### config.mk
export PLATFORM = sky130hd
export DESIGN_NAME = uart_tx_fifo_flat
export DESIGN_NICKNAME = d
export VERILOG_FILES = /design/src/rtl/uart_pkg.sv /design/src/rtl/uart_tx_fifo_if.sv /design/src/rtl/sync_fifo_mem.sv /design/src/rtl/uart_tx_fifo.sv /design/src/flat_wrapper.sv
export SDC_FILE = /design/constraint.sdc
export NUM_CORES = 1
export LEC_CHECK = 0
export ABC_AREA = 1
export CAP_MARGIN = 10
export CORE_MARGIN = 4
export CORE_UTILIZATION = 45
export CTS_BUF_LIST = sky130_fd_sc_hd__clkbuf_4 sky130_fd_sc_hd__clkbuf_8
export DETAILED_ROUTE_END_ITERATION = 10
export HOLD_SLACK_MARGIN = 0.06
export SLEW_MARGIN = 20
export SYNTH_ARGS = -nofsm -noshare
export SYNTH_HDL_FRONTEND = slang
export SYNTH_SLANG_ARGS = --single-unit
### constraint.sdc
create_clock -name clk -period 3.65 [get_ports clk]
set_clock_uncertainty 0.05 [all_clocks]
set_input_delay 1.095 -clock clk [delete_from_list [all_inputs] [get_ports clk]]
set_output_delay 1.095 -clock clk [all_outputs]
set_load 0.02 [all_outputs]
### src/rtl/uart_pkg.sv
// Shared definitions for the UART transmit FIFO: controller state encoding and default depth.
package uart_pkg;

    localparam int UART_FIFO_DEPTH = 16;

    typedef enum logic [1:0] {
        IDLE      = 2'd0,
        LAUNCH    = 2'd1,
        WAIT_BUSY = 2'd2,
        WAIT_DONE = 2'd3
    } tx_fifo_state_e;

endpackage

### src/rtl/uart_tx_fifo_if.sv
// Bundle of the register-side push port, the transmitter handshake and the FIFO status.
interface uart_tx_fifo_if import uart_pkg::*; #(parameter int DEPTH = UART_FIFO_DEPTH);

    localparam int AW = $clog2(DEPTH);

    logic          wr_en;
    logic [7:0]    wdata;
    logic          clr_ovf;
    logic          tx_busy;
    logic          tx_done;
    logic          tx_start;
    logic [7:0]    tx_data;
    logic          full;
    logic          empty;
    logic [AW:0]   count;
    logic          overflow;

    modport master (
        output wr_en, wdata, clr_ovf, tx_busy, tx_done,
        input  tx_start, tx_data, full, empty, count, overflow
    );

    modport slave (
        input  wr_en, wdata, clr_ovf, tx_busy, tx_done,
        output tx_start, tx_data, full, empty, count, overflow
    );

endinterface

### src/rtl/sync_fifo_mem.sv
// DEPTH x 8 circular buffer with wrapping pointers and an occupancy counter.
module sync_fifo_mem import uart_pkg::*; #(
    parameter int DEPTH = UART_FIFO_DEPTH,
    parameter int AW    = $clog2(DEPTH)
) (
    input  logic          clk,
    input  logic          reset,
    input  logic          push,
    input  logic          pop,
    input  logic [7:0]    wdata,
    output logic [7:0]    rdata,
    output logic [AW:0]   count,
    output logic          full,
    output logic          empty
);

    logic [7:0]    mem [DEPTH];
    logic [AW-1:0] wptr;
    logic [AW-1:0] rptr;
    logic          push_ok;
    logic          pop_ok;

    assign full    = (count == (AW+1)'(DEPTH));
    assign empty   = (count == '0);
    // A pop on the same edge frees a slot, so a push into a full buffer still lands.
    assign push_ok = push && (!full || pop);
    assign pop_ok  = pop && !empty;
    assign rdata   = mem[rptr];

    always_ff @(posedge clk) begin
        if (!reset && push_ok) begin
            mem[wptr] <= wdata;
        end
    end

    always_ff @(posedge clk) begin
        if (reset) begin
            wptr  <= '0;
            rptr  <= '0;
            count <= '0;
        end else begin
            if (push_ok) begin
                wptr <= wptr + AW'(1);
            end
            if (pop_ok) begin
                rptr <= rptr + AW'(1);
            end
            case ({push_ok, pop_ok})
                2'b10:   count <= count + (AW+1)'(1);
                2'b01:   count <= count - (AW+1)'(1);
                default: count <= count;
            endcase
        end
    end

endmodule

### src/rtl/uart_tx_fifo.sv
// Transmit FIFO feeding a UART transmitter: buffers pushed bytes and launches one frame at a time.
//
// state     | meaning
// ----------+--------------------------------------------------------
// IDLE      | no frame in flight; pops as soon as data and tx_busy=0
// LAUNCH    | tx_start high for this single cycle
// WAIT_BUSY | waiting for the transmitter to pick up the frame
// WAIT_DONE | frame in progress, waiting for tx_done
module uart_tx_fifo import uart_pkg::*; #(
    parameter int DEPTH = UART_FIFO_DEPTH,
    parameter int AW    = $clog2(DEPTH)
) (
    input  logic           clk,
    input  logic           reset,
    uart_tx_fifo_if.slave  bus
);

    if ((DEPTH < 2) || ((DEPTH & (DEPTH - 1)) != 0)) begin : g_bad_depth
        $error("uart_tx_fifo: DEPTH must be a power of two, at least 2");
    end

    tx_fifo_state_e state;
    logic           pop;
    logic           drop;
    logic [7:0]     rdata;

    assign pop  = (state == IDLE) && !bus.empty && !bus.tx_busy;
    assign drop = bus.wr_en && bus.full && !pop;

    sync_fifo_mem #(
        .DEPTH (DEPTH),
        .AW    (AW)
    ) u_mem (
        .clk   (clk),
        .reset (reset),
        .push  (bus.wr_en),
        .pop   (pop),
        .wdata (bus.wdata),
        .rdata (rdata),
        .count (bus.count),
        .full  (bus.full),
        .empty (bus.empty)
    );

    always_ff @(posedge clk) begin
        if (reset) begin
            state        <= IDLE;
            bus.tx_start <= 1'b0;
            bus.tx_data  <= 8'h00;
            bus.overflow <= 1'b0;
        end else begin
            // A dropped push outranks a clear arriving on the same edge.
            if (drop) begin
                bus.overflow <= 1'b1;
            end else if (bus.clr_ovf) begin
                bus.overflow <= 1'b0;
            end

            case (state)
                IDLE: begin
                    if (pop) begin
                        bus.tx_data  <= rdata;
                        bus.tx_start <= 1'b1;
                        state        <= LAUNCH;
                    end
                end
                LAUNCH: begin
                    bus.tx_start <= 1'b0;
                    state        <= WAIT_BUSY;
                end
                WAIT_BUSY: begin
                    if (bus.tx_done) begin
                        state <= IDLE;
                    end else if (bus.tx_busy) begin
                        state <= WAIT_DONE;
                    end
                end
                WAIT_DONE: begin
                    if (bus.tx_done) begin
                        state <= IDLE;
                    end
                end
                default: state <= IDLE;
            endcase
        end
    end

endmodule

### src/flat_wrapper.sv
// flat-port wrapper written by rule: the top's interface ports become plain ports
module uart_tx_fifo_flat import uart_pkg::*;
#(
    parameter int DEPTH = UART_FIFO_DEPTH,
    parameter int AW    = $clog2(DEPTH)
)
  (clk, reset, bus_wr_en, bus_wdata, bus_clr_ovf, bus_tx_busy, bus_tx_done, bus_tx_start, bus_tx_data, bus_full, bus_empty, bus_count, bus_overflow);
  uart_tx_fifo_if #(.DEPTH(DEPTH)) bus_i ();
  input  logic clk;
  input  logic reset;
  input wire logic [$bits(bus_i.wr_en)-1:0] bus_wr_en;
  input wire logic [$bits(bus_i.wdata)-1:0] bus_wdata;
  input wire logic [$bits(bus_i.clr_ovf)-1:0] bus_clr_ovf;
  input wire logic [$bits(bus_i.tx_busy)-1:0] bus_tx_busy;
  input wire logic [$bits(bus_i.tx_done)-1:0] bus_tx_done;
  output wire logic [$bits(bus_i.tx_start)-1:0] bus_tx_start;
  output wire logic [$bits(bus_i.tx_data)-1:0] bus_tx_data;
  output wire logic [$bits(bus_i.full)-1:0] bus_full;
  output wire logic [$bits(bus_i.empty)-1:0] bus_empty;
  output wire logic [$bits(bus_i.count)-1:0] bus_count;
  output wire logic [$bits(bus_i.overflow)-1:0] bus_overflow;
  assign bus_i.wr_en = bus_wr_en;
  assign bus_i.wdata = bus_wdata;
  assign bus_i.clr_ovf = bus_clr_ovf;
  assign bus_i.tx_busy = bus_tx_busy;
  assign bus_i.tx_done = bus_tx_done;
  assign bus_tx_start = bus_i.tx_start;
  assign bus_tx_data = bus_i.tx_data;
  assign bus_full = bus_i.full;
  assign bus_empty = bus_i.empty;
  assign bus_count = bus_i.count;
  assign bus_overflow = bus_i.overflow;
  uart_tx_fifo #(.DEPTH(DEPTH), .AW(AW)) u_core (.clk(clk), .reset(reset), .bus(bus_i));
endmodule
Word-level counts from Yosys, hierarchy flattened

Memory sizes are Yosys's and may differ from the RTL's. A register that Yosys moved wholly into a read port is not among the register bits.
Index checks and enable logic that the tools add are counted.

Register bits after elaboration: 17
Memory bits (writable): 128
Memories: 1

Add/subtract/negate cells: 4
Equal/unequal tests: 9
Multiplexer cells: 12
Reduce and logical (&&, ||, !) cells: 21

Memories:

| name             | words | bits a word | read ports | clocked after Yosys merged registers in | write ports | RTL line            | text |
|---|---|---|---|---|---|---|---|
| u_core.u_mem.mem | 16    | 8           | 1          | 1                                       | 1           | sync_fifo_mem.sv:17 | `logic [7:0] mem [DEPTH];` |

Operators with widths:

| cell                | count |
|---|---|
| $pmux 5 s2          | 1 |
| $add 4x1->4 const B | 2 |
| $mux 2              | 4 |
| $pmux 2 s4          | 1 |
| $logic_and 1x1->1   | 7 |
| $eq 2x2->1 const B  | 3 |
| $reduce_bool 2->1   | 3 |
| $add 5x1->5 const B | 1 |
| $eq 5x5->1 const B  | 1 |
| $logic_not 1->1     | 5 |
| $logic_not 5->1     | 1 |
| $mux 1              | 5 |
| $sub 5x1->5 const B | 1 |
| $eq 2x1->1 const B  | 2 |
| $reduce_and 2->1    | 2 |
| $ne 3x3->1 const B  | 1 |
| $reduce_and 3->1    | 1 |
| $logic_not 2->1     | 1 |
| $ne 2x1->1 const B  | 1 |
| $ne 2x2->1 const B  | 1 |
| $pmux 1 s2          | 1 |
| $logic_or 1x1->1    | 1 |

Longest topological paths before layout

Word-level depth: 9
Depth in mapped cells: 17
Gate-level depth less buffers: 17

Cells and area by module

A second synthesis with hierarchy kept.

Cell total of the unflattened synthesis: 746
Area total of the unflattened synthesis: 7096.8 µm²

By module, submodules not included:

| module        | instances | cells an instance | area an instance (µm²) | seq. area each (µm²) |
|---|---|---|---|---|
| sync_fifo_mem | 1         | 682               | 6611.3                 | 4184.0 |
| uart_tx_fifo  | 1         | 64                | 485.5                  | 240.2 |

Worst setup path before layout

OpenSTA, ideal clock, no wires.

Path type: input to register
From: input port bus_tx_busy
To: register u_core.u_mem.count[4]
Arrival time: 2.743 ns
Slack: 0.787 ns
Stages: 14
Path buffers: 1
Path through: nor2_2 -> nand2_2 -> inv_1 -> buf_4 -> ha_1 -> inv_1 -> fa_1 -> inv_1 -> nand2_1 -> a21boi_0 -> o21bai_1 -> nand2_1 -> nand2_1 -> a21oi_1

Elaborated cells on any way between the ends: 9
Those cells by class: eq/ne (2); mux (1); reduce/logical (6)

RTL lines:

| element                                         | RTL line            | text |
|---|---|---|
| start, declared                                 | flat_wrapper.sv:14  | `input wire logic [$bits(bus_i.tx_busy)-1:0] bus_tx_busy;` |
| $logic_not 1->1 *                               | uart_tx_fifo.sv:27  | `assign pop = (state == IDLE) && !bus.empty && !bus.tx_busy;` |
| $logic_and 1x1->1 *                             | uart_tx_fifo.sv:27  |  |
| $logic_and 1x1->1 *                             | sync_fifo_mem.sv:27 | `assign pop_ok = pop && !empty;` |
| net u_core.u_mem.pop_ok                         | sync_fifo_mem.sv:21 | `logic pop_ok;` |
| $eq 2x1->1 or $eq 2x2->1 (tied branches)        | sync_fifo_mem.sv:48 | `case ({push_ok, pop_ok})` |
| $pmux 5 s2 or $reduce_bool 2->1 (tied branches) | --                  |  |
| end signal, assigned                            | sync_fifo_mem.sv:49 | `2'b10: count <= count + (AW+1)'(1);` |
| end signal, assigned                            | sync_fifo_mem.sv:50 | `2'b01: count <= count - (AW+1)'(1);` |
| end signal, assigned                            | sync_fifo_mem.sv:51 | `default: count <= count;` |
| end, declared                                   | sync_fifo_mem.sv:12 | `output logic [AW:0] count,` |

The timed path passes the listed nets; every way through them passes the cells marked *.
A chain may end at the register's enable or synchronous reset.

Worst setup path after layout

From: register u_core.u_mem.count[1]
To: output port bus_full

Word-level cells in the longest chain between the ends: 1

Ends and longest elaborated chain:

| element       | RTL line            | text |
|---|---|---|
| $eq 5x5->1    | sync_fifo_mem.sv:23 | `assign full = (count == (AW+1)'(DEPTH));` |
| end, declared | flat_wrapper.sv:18  | `output wire logic [$bits(bus_i.full)-1:0] bus_full;` |

Every way passes these cells.

==> impl_metrics.json <==
{
  "clock_latency_ps": 440,
  "cts_resized": 0,
  "synth_top_area_share_pct": 56.6,
  "portBuffers": 30,
  "slew_headroom_pct": 45.6,
  "h-tree-depth": 4,
  "hold_buffers": 0,
  "dp_cells": 903,
  "fin_area_um2": 7680,
  "setup.worst_path.class": "flop to output pin",
  "drive_gt1_share_pct": 9.35,
  "fmax_ghz": 0.329,
  "start_util_pct": 46.3,
  "die_h_um": 131,
  "leakage_nw": 3.23,
  "diodes": 0,
  "path_cells": "inv_1 -> nand3_1 -> nor2_1 -> clkdlybuf4s50_1",
  "finalSetupViolCount": 0,
  "syn-cell-area_um2": 6790,
  "cp_top_family": "buffers and inverters",
  "postCtsSetupRepairBufs": 0,
  "drt-total-wl_mm": 15.0,
  "clockBufferDepth": 2,
  "rsz0062_at_grt": "no",
  "drt_iter0_drc": 406,
  "gr-total-overflow": 0,
  "cts_tree": "built",
  "holdWs_ps": 428,
  "final_antenna_net_count": 0,
  "synthDistinctLibCells": 29,
  "die_x_um": 131,
  "drc": 0,
  "fin_tns_setup_ps": 0,
  "vias": 4639,
  "slew_violations": 0,
  "crit_path_start_kind": "flop",
  "hold_start": "u_core.bus.overflow$_SDFFE_PP0P_",
  "post-route-period-util_pct": 83.3,
  "status": "completed",
  "core_area_um2": 14600,
  "timing.rr.start": "u_core.u_mem.count[1]$_SDFFE_PP0P_",
  "die_area_um2": 17100,
  "critPathArrivalTime_ps": 1890,
  "period_minus_slack_ps": 3040,
  "cp-startpoint": "u_core.u_mem.count[1]$_SDFFE_PP0P_",
  "dr.pass1.iters": 5,
  "cts.clk_slew.worst_paths_ps": 80,
  "grt_first_pass_wirelength_mm": 23.8,
  "min_path_type": "flop to flop",
  "grt_pass1_vias": 4545,
  "fin_total_pwr_mw": 4.91,
  "nets": 762,
  "numClockSinks": 153,
  "routedWlPerCell_um": 16.1,
  "areaGrowthSynthToFinish_pct": 13.2,
  "ys_ff_latch": 153,
  "viasPerCell": 4.97,
  "critPathMaxStageDelay_ps": 650,
  "cp.required_ps": 2500,
  "synth-main-ff-cell": "edfxtp_1",
  "ctsRootBufferMaster": "clkbuf_8",
  "synth_top_area_cell": "edfxtp_1",
  "synth_cells": 695,
  "critPathMaxFanout": 4,
  "antenna_found_initial": 0,
  "fin_cells": 933,
  "synthArstFlopShare_pct": 0,
  "syn_nets": 719,
  "row_count": 44,
  "gp_congestion": 0.923,
  "pwr_density_cell_nw_per_um2": 639,
  "place_hpwl_mm": 9.62,
  "netlist_top_cells_count": "215 x nand2_1, 128 x edfxtp_1, 102 x nand3_1",
  "cts_made_buffers": 17,
  "synth_edf_count": 128,
  "tightest_slew_ps": 815,
  "avgSynthCellArea_um2": 9.76,
  "ys_seq_area_share_pct": 64.0,
  "place_area_um2": 7320,
  "synth.most_common_cell": "nand2_1",
  "ir_worst_vdd_mv": 0.322,
  "hold_viol": 0,
  "synth_warnings": 0,
  "grt_max_degree": 67,
  "maxCapViolCount": 0,
  "synthTopCellsByArea": "edfxtp_1 57%, nand2_1 12%, nand3_1 7.5%",
  "endpoint_kind": "output pin",
  "ioPinCount": 31,
  "grt_usage_pct": 19.0,
  "cp_slowest_cell": "clkdlybuf4s50_1",
  "crit_buf_inv": 2
}
-- layout make-up --
class                           instances  area [µm²]
Clock buffer                           20         256
Clock inverter                         10         105
Fill cell                            1337        6960
Inverter                               99         374
Multi-Input combinational cell        413        1890
Sequential cell                       153        4350
Tap cell                              184         230
Timing Repair Buffer                   54         480
-- report_power, final --
group          switching, mW  internal (mW)  leakage, nW  total [mW]
registers             0.0760           2.00         1.36        2.08
logic                   1.08          0.559         1.68        1.64
clock network          0.575          0.613        0.190        1.19
-- logic make-up after synthesis --
family / share of synthesized area, %
flip-flops: 64.0
multiplexers: 0.147
adder cells (fa/ha/maj): 1.95
XOR/XNOR: 0.774
buffers and inverters: 8.17
AO/OA/AOI/OAI: 2.23
AND/OR/NAND/NOR: 22.7
-- state kept, by name, summed over array words and instances, names as in the netlist --
register             cells
u_core.bus.tx_data       8
u_core.u_mem.rptr        4
u_core.u_mem.mem       128
u_core.bus.tx_start      1
u_core.bus.overflow      1
u_core.u_mem.count       5
u_core.state             2
u_core.u_mem.wptr        4
-- path summary, 6_finish.rpt --
kind,endpoint,slack (ps),depth (start not counted)
max,bus_full,610,4
min,u_core.bus.overflow$_SDFFE_PP0P_,430,2
max reg2reg,u_core.u_mem.count[4]$_SDFFE_PP0P_,1080,15
min reg2reg,u_core.bus.overflow$_SDFFE_PP0P_,430,2
-- stage by stage --
stage / setup WS [ps] / utilization (%)
after CTS: 561 / 52.4
final: 611 / 52.4
after global placement: 313 / 50.0
after floorplan: 787 / -
after detailed placement: 199 / 50.0
after global routing: 421 / 52.4
-- placed cells by master (no fill, tap or decap), drive strengths merged, types with 16 or more instances in the layout --
master	count
clkdlybuf4s50	30
clkbuf	20
inv	97
nand3	102
nor2	42
edfxtp	128
a21oi	16
nand2	223
buf	24
dfxtp	25
-- per-layer routing --
metal	vias to the layer above	global-route usage [%]	wire, µm
li1	2324	-	-
met1	2172	24.4	6640
met2	118	30.9	7400
met3	25	4.88	639
met4	0	7.44	332
met5	-	0	0
-- worst reg2reg max path, cell delays in order, from the launching register on --
cell,delay (ps)
dfxtp_1,360
inv_1,130
nand3_1,90
nor2_1,220
nand2_2,130
nand2_4,110
ha_1,290
inv_1,90
fa_1,400
inv_1,70
nand2_1,60
a21boi_0,190
o21bai_1,90
nand2_1,70
nand2_1,50
a21oi_1,110
Note: power is estimated with default switching activity, not from simulation.
